--- src/rtl/unstripe_scheduler_if.sv ---
// Stripe-lane push side and demux-side valid/ready output of the unstripe scheduler.
// The master modport is the environment side; the slave modport is the scheduler.
interface unstripe_scheduler_if #(
  parameter int unsigned WIDTH = 8
);
  logic [WIDTH-1:0] data_stripe_0;
  logic             valid_stripe_0;
  logic [WIDTH-1:0] data_stripe_1;
  logic             valid_stripe_1;
  logic [WIDTH-1:0] data_demux;
  logic             valid_demux;
  logic             ready_demux;
  logic             fifo_full_0;
  logic             fifo_full_1;
  logic             overflow_err;
  logic             expect_lane;

  modport master (
    output data_stripe_0, valid_stripe_0, data_stripe_1, valid_stripe_1, ready_demux,
    input  data_demux, valid_demux, fifo_full_0, fifo_full_1, overflow_err, expect_lane
  );

  modport slave (
    input  data_stripe_0, valid_stripe_0, data_stripe_1, valid_stripe_1, ready_demux,
    output data_demux, valid_demux, fifo_full_0, fifo_full_1, overflow_err, expect_lane
  );
endinterface

--- src/rtl/unstripe_scheduler.sv ---
// Two-lane unstripe scheduler: per-lane FIFOs popped in strict lane 0/1 alternation
// into a registered valid/ready output stage, with sticky overflow detection.
module unstripe_scheduler #(
  parameter int unsigned WIDTH = 8,
  parameter int unsigned DEPTH = 4
) (
  input logic                  clk_2f,
  input logic                  reset,
  unstripe_scheduler_if.slave  bus
);
  localparam int unsigned AW = $clog2(DEPTH);
  localparam int unsigned CW = AW + 1;
  localparam logic [CW-1:0] FullCnt = CW'(DEPTH);

  typedef enum logic [0:0] {Sel0, Sel1} state_e;

  state_e           state_q, state_d;
  logic [WIDTH-1:0] mem_q [2][DEPTH];
  logic [AW-1:0]    wr_ptr_q [2];
  logic [AW-1:0]    rd_ptr_q [2];
  logic [CW-1:0]    count_q [2];
  logic [CW-1:0]    count_d [2];
  logic [WIDTH-1:0] push_data [2];
  logic [1:0]       push_v, full, pop, wr_en;
  logic [1:0]       full_q;
  logic [WIDTH-1:0] data_q, data_d;
  logic             valid_q, valid_d;
  logic             ovf_q, ovf_d;
  logic             stage_free, cur_lane;

  assign push_v       = {bus.valid_stripe_1, bus.valid_stripe_0};
  assign push_data[0] = bus.data_stripe_0;
  assign push_data[1] = bus.data_stripe_1;
  assign stage_free   = !valid_q || bus.ready_demux;
  assign cur_lane     = (state_q == Sel1);

  // A push into a full lane survives only if that lane is popped in the same cycle.
  always_comb begin
    ovf_d = ovf_q;
    for (int l = 0; l < 2; l++) begin
      full[l]    = (count_q[l] == FullCnt);
      pop[l]     = stage_free && (cur_lane == 1'(l)) && (count_q[l] != '0);
      wr_en[l]   = push_v[l] && (!full[l] || pop[l]);
      count_d[l] = count_q[l] + CW'(wr_en[l]) - CW'(pop[l]);
      if (push_v[l] && !wr_en[l]) ovf_d = 1'b1;
    end
  end

  always_comb begin
    state_d = state_q;
    data_d  = data_q;
    valid_d = valid_q;
    if (stage_free) begin
      if (count_q[cur_lane] != '0) begin
        data_d  = mem_q[cur_lane][rd_ptr_q[cur_lane]];
        valid_d = 1'b1;
        state_d = (state_q == Sel0) ? Sel1 : Sel0;
      end else begin
        // Bubble: the other lane is never served out of turn.
        valid_d = 1'b0;
      end
    end
  end

  always_ff @(posedge clk_2f) begin
    if (reset) state_q <= Sel0;
    else       state_q <= state_d;
  end

  always_ff @(posedge clk_2f) begin
    if (reset) begin
      data_q  <= '0;
      valid_q <= 1'b0;
      full_q  <= '0;
      ovf_q   <= 1'b0;
      for (int l = 0; l < 2; l++) begin
        wr_ptr_q[l] <= '0;
        rd_ptr_q[l] <= '0;
        count_q[l]  <= '0;
      end
    end else begin
      data_q  <= data_d;
      valid_q <= valid_d;
      ovf_q   <= ovf_d;
      for (int l = 0; l < 2; l++) begin
        if (wr_en[l]) begin
          mem_q[l][wr_ptr_q[l]] <= push_data[l];
          wr_ptr_q[l]           <= wr_ptr_q[l] + AW'(1);
        end
        if (pop[l]) rd_ptr_q[l] <= rd_ptr_q[l] + AW'(1);
        count_q[l] <= count_d[l];
        full_q[l]  <= (count_d[l] == FullCnt);
      end
    end
  end

  assign bus.data_demux   = data_q;
  assign bus.valid_demux  = valid_q;
  assign bus.fifo_full_0  = full_q[0];
  assign bus.fifo_full_1  = full_q[1];
  assign bus.overflow_err = ovf_q;
  assign bus.expect_lane  = cur_lane;
endmodule

--- src/flat_wrapper.sv ---
// flat-port wrapper written by rule: the top's interface ports become plain ports
module unstripe_scheduler_flat 
#(
  parameter int unsigned WIDTH = 8,
  parameter int unsigned DEPTH = 4
)
  (clk_2f, reset, bus_data_stripe_0, bus_valid_stripe_0, bus_data_stripe_1, bus_valid_stripe_1, bus_ready_demux, bus_data_demux, bus_valid_demux, bus_fifo_full_0, bus_fifo_full_1, bus_overflow_err, bus_expect_lane);
  unstripe_scheduler_if #(.WIDTH(WIDTH)) bus_i ();
  input logic clk_2f;
  input logic reset;
  input wire logic [$bits(bus_i.data_stripe_0)-1:0] bus_data_stripe_0;
  input wire logic [$bits(bus_i.valid_stripe_0)-1:0] bus_valid_stripe_0;
  input wire logic [$bits(bus_i.data_stripe_1)-1:0] bus_data_stripe_1;
  input wire logic [$bits(bus_i.valid_stripe_1)-1:0] bus_valid_stripe_1;
  input wire logic [$bits(bus_i.ready_demux)-1:0] bus_ready_demux;
  output wire logic [$bits(bus_i.data_demux)-1:0] bus_data_demux;
  output wire logic [$bits(bus_i.valid_demux)-1:0] bus_valid_demux;
  output wire logic [$bits(bus_i.fifo_full_0)-1:0] bus_fifo_full_0;
  output wire logic [$bits(bus_i.fifo_full_1)-1:0] bus_fifo_full_1;
  output wire logic [$bits(bus_i.overflow_err)-1:0] bus_overflow_err;
  output wire logic [$bits(bus_i.expect_lane)-1:0] bus_expect_lane;
  assign bus_i.data_stripe_0 = bus_data_stripe_0;
  assign bus_i.valid_stripe_0 = bus_valid_stripe_0;
  assign bus_i.data_stripe_1 = bus_data_stripe_1;
  assign bus_i.valid_stripe_1 = bus_valid_stripe_1;
  assign bus_i.ready_demux = bus_ready_demux;
  assign bus_data_demux = bus_i.data_demux;
  assign bus_valid_demux = bus_i.valid_demux;
  assign bus_fifo_full_0 = bus_i.fifo_full_0;
  assign bus_fifo_full_1 = bus_i.fifo_full_1;
  assign bus_overflow_err = bus_i.overflow_err;
  assign bus_expect_lane = bus_i.expect_lane;
  unstripe_scheduler #(.WIDTH(WIDTH), .DEPTH(DEPTH)) u_core (.clk_2f(clk_2f), .reset(reset), .bus(bus_i));
endmodule
--- config.mk ---
export PLATFORM = sky130hd
export DESIGN_NAME = unstripe_scheduler_flat
export DESIGN_NICKNAME = d
export VERILOG_FILES = /design/src/rtl/unstripe_scheduler_if.sv /design/src/rtl/unstripe_scheduler.sv /design/src/flat_wrapper.sv
export SDC_FILE = /design/constraint.sdc
export NUM_CORES = 1
export LEC_CHECK = 0
export ABC_AREA = 0
export ABC_CLOCK_PERIOD_IN_PS = 4800
export BUFFER_PORTS_ARGS = -buffer_cell sky130_fd_sc_hd__clkbuf_2
export CAP_MARGIN = 20
export CORE_AREA = 10 10 94 179
export CTS_BUF_LIST = sky130_fd_sc_hd__clkbuf_16
export DETAILED_ROUTE_END_ITERATION = 6
export DIE_AREA = 0 0 104 189
export SETUP_SLACK_MARGIN = 0.1
export SYNTH_ARGS = -nofsm -noshare
export SYNTH_HDL_FRONTEND = slang
export SYNTH_SLANG_ARGS = --single-unit
--- constraint.sdc ---
create_clock -name clk_2f -period 4.8 [get_ports clk_2f]
set_input_delay 0.96 -clock clk_2f [delete_from_list [all_inputs] [get_ports clk_2f]]
set_output_delay 0.96 -clock clk_2f [all_outputs]
set_load 0.01 [all_outputs]
==> results of run 1 <==
-- Yosys cell counts (all sizes together), types with 2 or more instances --
cell	number
nand2b	3
inv	16
dfxtp	20
clkbuf	6
mux2i	12
xnor2	7
nor2	20
nor3	10
ha	12
a21oi	3
fa	2
mux4	10
o22ai	6
nor3b	6
a211oi	2
and2	4
a311oi	2
buf	5
edfxtp	72
nor2b	5
nor4	3
or2	3
a31oi	2
nand3	3
nand2	11
-- per-layer routing --
layer	vias to the layer above	GRT usage, %	wire length (um)	part of all wire (%)
li1	1028	-	-	-
met1	1048	7.49	2830	36
met2	42	15.0	4390	56
met3	11	2.11	331	4.2
met4	0	5.38	251	3.2
met5	-	0	0	0
-- power by group through the flow --
| stage | Sequential [mW] | Clock, mW | Combinational [mW] |
|---|---|---|---|
| 2_1_floorplan | 1.08 | 0 | 0.593 |
| 5_1_grt | 1.13 | 0.804 | 0.820 |
| 3_3_place_gp | 1.13 | 0 | 0.722 |
| 6_report | 1.11 | 0.759 | 0.735 |
| 4_1_cts | 1.12 | 0.776 | 0.748 |
| 3_5_place_dp | 1.13 | 0 | 0.746 |
-- registers in the layout, summed over array words and instances (netlist names), named ones only --
name and flops:
u_core.bus.overflow_err 1, u_core.count_q 6, u_core.rd_ptr_q 4, u_core.mem_q 64, u_core.wr_ptr_q 4, u_core.full_q 2, u_core.bus.expect_lane 1, u_core.bus.data_demux 8
u_core.bus.valid_demux 1
-- worst max-delay path: cells and delay by family --
kind                     cells  cell delay [ns]
adder cells (fa/ha/maj)      2             0.60
AO/OA/AOI/OAI                1             0.59
AND/OR/NAND/NOR              3             0.39
XOR/XNOR                     1             0.21
buffers and inverters        1             0.09
-- worst min-delay path by stage --
stage	startpoint	end	slack [ns]	cells past startpoint
after CTS	u_core.bus.data_demux[0]$_SDFFE_PP0P_	u_core.bus.data_demux[0]$_SDFFE_PP0P_	0.49	2
after global routing	u_core.bus.data_demux[1]$_SDFFE_PP0P_	u_core.bus.data_demux[1]$_SDFFE_PP0P_	0.52	2
after global placement	u_core.bus.data_demux[2]$_SDFFE_PP0P_	u_core.bus.data_demux[2]$_SDFFE_PP0P_	0.49	2
after floorplan	u_core.bus.data_demux[0]$_SDFFE_PP0P_	u_core.bus.data_demux[0]$_SDFFE_PP0P_	0.51	2
after detailed placement	u_core.bus.data_demux[0]$_SDFFE_PP0P_	u_core.bus.data_demux[0]$_SDFFE_PP0P_	0.48	2
final	u_core.bus.data_demux[1]$_SDFFE_PP0P_	u_core.bus.data_demux[1]$_SDFFE_PP0P_	0.49	2
-- final cells by class --
cell class	count	share of cell area, %
Clock buffer	9	4.96
Clock inverter	6	2.15
Inverter	16	1.32
Multi-Input combinational cell	137	25.5
Sequential cell	92	56.4
Tap cell	189	5.21
Timing Repair Buffer	38	4.46
-- kinds of logic after synthesis --
kind of cell	Yosys count	share of synthesized area [%]
muxes	22	8.99
adders and majority gates	14	4.95
and+or+nand+nor	71	9.44
DFF	92	66.7
AOI/OAI and AO/OA	23	5.11
xor gates and xnor gates	7	1.60
buffers and inverters	27	3.22
-- per-stage QoR --
stage / worst slack, ns / instance area (um^2) / utilization (%) / hold slack (ns) / power (mW)
floorplan: 2.14 / 3840 / - / 0.510 / 1.68
global placement: 1.86 / 4220 / 30.4 / 0.485 / 1.85
detailed placement: 1.81 / 4220 / 30.4 / 0.479 / 1.88
CTS: 2.16 / 4540 / 32.7 / 0.492 / 2.64
global route: 2.00 / 4540 / 32.7 / 0.519 / 2.76
finish: 2.15 / 4540 / 32.7 / 0.489 / 2.61
==> metrics.yaml, run 1 <==
status: "complete, no violations"
cp-end-kind: "flip-flop"
drc_errors: 0
coreArea_mm2: 0.0139
dp_cells: 472
r2r_setup_slack_ns: 2.58
rr_endpoint: "u_core.full_q[1]$_SDFF_PP0_"
multi_input_area_mm2: 0.00116
synth_area_mm2: 0.00384
fmax_mhz: 378
fin_crit_ns: 2.65
ys_warn_count: 0
layout.cells.non_filler: 487
r2r_cells: 7
syn_inst: 256
hpwl_mm: 5.92
final_common_cell: "edfxtp_1"
postSynth.asyncResetShare_pct: 0
grt-ovfl-total: 0
yosysTopAreaCell: "edfxtp_1"
clock_skew_ns: 0.00468
setup_violations: 0
via_per_inst: 4.37
cts_buffers: 9
ant_nets: 0
crit_type: "in -> reg"
synth_seq_cells: 92
clkSlewWorstSetupHoldPaths_ns: 0.06
crit_chain: "clkbuf_2 > nand2b_1 > a2111oi_2 > nor2_1 > ha_1 > fa_1 > xnor2_1 > nor4_1"
dr.pass1.iters: 4
ys_top_cells_by_area: "edfxtp_1 (56%), dfxtp_1 (10%), mux4_2 (5.9%)"
clk_path_buf_depth: 2
grt_start_max_net_pins: 35
io_buffer_count: 33
setup_tns_ns: 0
postSynthAreaPerCell_um2: 15.0
tritoncts: "yes"
switching_power_mw: 0.825
yosysSeqAreaShare_pct: 66.7
synth_top_area_share_pct: 56.3
grt_usage_pct: 8.06
grt_antenna_before_repair: 0
p_per_area_mw_per_mm2: 574
start_kind: "primary input"
layout_common_cells: "edfxtp_1 (72), clkbuf_2 (33), nor2_1 (20), dfxtp_1 (20), inv_1 (16)"
final_hold_viol_count: 0
crit_path_max_fanout: 5
drive_above_1_share_pct: 23.8
grt_pass1_vias: 2295
vias: 2129
cts_resized: 0
die_h_um: 189
combPwrFrac_pct: 28.2
finalNetCount: 329
drv_cap: 0
endpoint: "u_core.full_q[1]$_SDFF_PP0_"
swShare_pct: 31.6
p_seq_share_pct: 42.7
dieArea_mm2: 0.0197
startpoint: "bus_ready_demux"
clock_latency_ns: 0.34
power_leakage_nw: 1.63
cp.arrival_ns: 2.84
slowest_delay_ns: 0.59
ys_types: 38
wl_per_cell_um: 16.0
ir_drop_mv: 0.215
regArea_mm2: 0.00256
r2r-start: "u_core.bus.valid_demux$_SDFFE_PP0N_"
start_util_pct: 27.7
synth-main-ff-cell: "edfxtp_1"
clock_sinks: 92
wl_mm: 7.80
fill_cells: 1412
critPathSlowestCell: "a2111oi_2"
htreeDepth: 3
fin_crit_sh_pct: 55.2
place_congestion: 0.813
num_rows: 61
grt_pass1_wl_mm: 12.2
cts_setup_buffers: 0
hp-class: "reg -> reg"
power.internal_mw: 1.78
worstMarginPinSlew_ns: 0.704
synth-edff-count: 72
num_io_pins: 34
grt_setup_unrepaired: "no"
diodes: 0
pwr-share-clk_pct: 29.1
drv_slew: 0
drt_iter0_markers: 106
die_w_um: 104
cts_root_buffer: "clkbuf_16"
synth_nets: 291
syn_to_final_growth_pct: 18.2
required_ns: 4.99
holdBufCountCts: 0
slew-limit-headroom_pct: 53.1
(Power assumes the default switching activity.)
==> run 2: changes to the inputs <==
--- a/config.mk
+++ b/config.mk
@@ -6,7 +6,7 @@
 export NUM_CORES = 1
 export LEC_CHECK = 0
 export ABC_AREA = 0
-export ABC_CLOCK_PERIOD_IN_PS = 4800
+export ABC_CLOCK_PERIOD_IN_PS = 2300
 export BUFFER_PORTS_ARGS = -buffer_cell sky130_fd_sc_hd__clkbuf_2
 export CAP_MARGIN = 20
 export CORE_AREA = 10 10 94 179
==> constraint.sdc (replaced) <==
create_clock -name clk_2f -period 2.3 [get_ports clk_2f]
set_input_delay 0.46 -clock clk_2f [delete_from_list [all_inputs] [get_ports clk_2f]]
set_output_delay 0.46 -clock clk_2f [all_outputs]
set_load 0.01 [all_outputs]
==> run 2 against run 1 <==
  * Clock power is 120% higher
  * Highest routed layer unchanged
  * Global-route usage up 0.40 points
  * Largest power group unchanged
  * Non-clock buffer count increased by 10
  * Combinational power rose by 120%
  * Critical endpoint unchanged
==> metrics.yaml, run 2 (same netlist as run 1, synthesis figures left out) <==
worstMarginPinSlew_ns: 0.687  # was 0.704 ns
required_ns: 2.52  # was 4.99 ns
cts_root_buffer: "clkbuf_16"  # unchanged
clock_sinks: 92  # unchanged
crit_cells: 7  # was 8
cp-end-kind: "flip-flop"  # unchanged
die_w_um: 104  # unchanged
die_h_um: 189  # unchanged
crit_chain: "nand2_1 > nor2_1 > ha_1 > inv_1 > ha_1 > fa_1 > nor4_1"  # was clkbuf_2 > nand2b_1 > a2111oi_2 > nor2_1 > ha_1 > fa_1 > xnor2_1 > nor4_1
wl_mm: 8.13  # was 7.80 mm
fmax_mhz: 473
slew-limit-headroom_pct: 54.2  # was 53.1%
holdWs_ns: 0.344  # was 0.489 ns
status: "complete, no violations"  # unchanged
layout_common_cells: "edfxtp_1 (72), clkbuf_2 (33), nor2_1 (20), dfxtp_1 (18), inv_1 (17)"  # was edfxtp_1 (72), clkbuf_2 (33), nor2_1 (20), dfxtp_1 (20), inv_1 (16)
largest_reg_flops: 64  # unchanged
critPathSlowestCell: "dfxtp_1"  # was a2111oi_2
grt_antenna_before_repair: 0  # unchanged
drv_cap: 0  # unchanged
clock_skew_ns: 0.00515  # was 0.00468 ns
tritoncts: "yes"  # unchanged
fin_crit_sh_pct: 91.9
grt_usage_pct: 8.45  # was 8.06%
io_buffer_count: 33  # unchanged
crit_type: "reg -> reg"  # was in -> reg
worst_hold_path.num_cells: 1  # was 2
cts_buffers: 9  # unchanged
path_common_cell: "ha_1"
coreArea_mm2: 0.0139  # unchanged
ant_nets: 0  # unchanged
fill_cells: 1375  # was 1,412
clk_path_buf_depth: 2  # unchanged
clock_latency_ns: 0.33  # was 0.34 ns
ir_drop_mv: 0.328  # was 0.215 mV
htreeDepth: 3  # unchanged
regArea_mm2: 0.00256  # about the same
wl_per_cell_um: 16.3  # was 16.0 um
dieArea_mm2: 0.0197  # unchanged
p_per_area_mw_per_mm2: 1200  # was 574 mW/mm^2
place_congestion: 0.802  # was 0.813
holdBufCountCts: 0  # unchanged
hp-class: "in -> reg"  # was reg -> reg
drc_errors: 0  # unchanged
grt_pass1_vias: 2410  # was 2,295
power_leakage_nw: 1.69  # was 1.63 nW
final_hold_viol_count: 0  # unchanged
grt-ovfl-total: 0  # unchanged
vias: 2213  # was 2,129
final_common_cell: "edfxtp_1"  # unchanged
via_per_inst: 4.44  # was 4.37
crit_path_max_fanout: 9  # was 5
cp.arrival_ns: 2.33  # was 2.84 ns
start_kind: "flip-flop"  # was primary input
finalNetCount: 339  # was 329
start_util_pct: 27.7  # unchanged
grt_start_max_net_pins: 34  # was 35
grt_setup_unrepaired: "no"  # unchanged
r2r_cells: 7  # unchanged
clkSlewWorstSetupHoldPaths_ns: 0.06  # about the same
grt_pass1_wl_mm: 12.9  # was 12.2 mm
dr.pass1.iters: 4  # unchanged
drive_above_1_share_pct: 27.2  # was 23.8%
drt_iter0_markers: 64  # was 106
setup_violations: 0  # unchanged
num_rows: 61  # unchanged
slowest_delay_ns: 0.56  # was 0.59 ns
num_io_pins: 34  # unchanged
critPathBufInv: 1  # unchanged
fin_crit_ns: 2.11
cp_top_family: "adder cells"  # unchanged
setup_tns_ns: 0  # unchanged
syn_to_final_growth_pct: 21.1  # was 18.2%
multi_input_area_mm2: 0.00117  # was 0.00116 mm^2
hpwl_mm: 6.08  # was 5.92 mm
drv_slew: 0  # unchanged
diodes: 0  # unchanged
## run 2: cell type report
class	count	share of cell area, %
sequential	92	55.1
multi-input combinational	137	25.2
timing repair buffer	48	5.97
tap	189	5.08
clock buffer	9	4.84
clock inverter	7	2.47
inverter	16	1.29
## run 2: routing by layer
metal  wire length [um]  vias up  track usage, %
li1                   -     1044               -
met1               3050     1110            8.11
met2               4530       47            15.6
met3                324       12            2.07
met4                237        0            5.38
met5                  0        -               0
## run 2: worst reg2reg max path, delay by kind of cell (launching register included)
kind          cells  cell delay, ns
buf+inv           1            0.06
simple gates      3            0.53
flops             1            0.56
fa+ha+maj         3            0.85
## run 2: through the flow
stage,cells,util [%],area [um^2],total power [mW],setup slack (ns)
after floorplan,256,-,3840,3.50,0.136
after global placement,482,30.9,4290,3.93,0.0802
after detailed placement,482,30.9,4290,3.96,-0.0249
after CTS,498,33.4,4630,5.64,0.156
after global routing,498,33.5,4650,5.93,0.0838
final,498,33.5,4650,5.59,0.187
## run 2: worst paths after layout
path | from | endpoint | slack (ns)
hold / removal | bus_data_stripe_0[7] | u_core.mem_q[0][23]$_DFFE_PP_ | 0.34
setup / recovery | u_core.bus.expect_lane$_SDFFE_PP0P_ | u_core.full_q[1]$_SDFF_PP0_ | 0.19
setup reg to reg | u_core.bus.expect_lane$_SDFFE_PP0P_ | u_core.full_q[1]$_SDFF_PP0_ | 0.19
hold reg to reg | u_core.bus.data_demux[4]$_SDFFE_PP0P_ | u_core.bus.data_demux[4]$_SDFFE_PP0P_ | 0.50
## run 2: report_power, final
| part | internal [mW] | switching [mW] |
|---|---|---|
| Sequential | 2.06 | 0.270 |
| Combinational | 0.750 | 0.861 |
| Clock | 1.06 | 0.590 |
| Total | 3.87 | 1.72 |
## run 2: timing repair
| action | 4_1_cts | 5_1_grt |
|---|---|---|
| setup buffers | 0 | 0 |
| resized for setup | 0 | 4 |
| endpoints found under the setup margin | 0 | 3 |
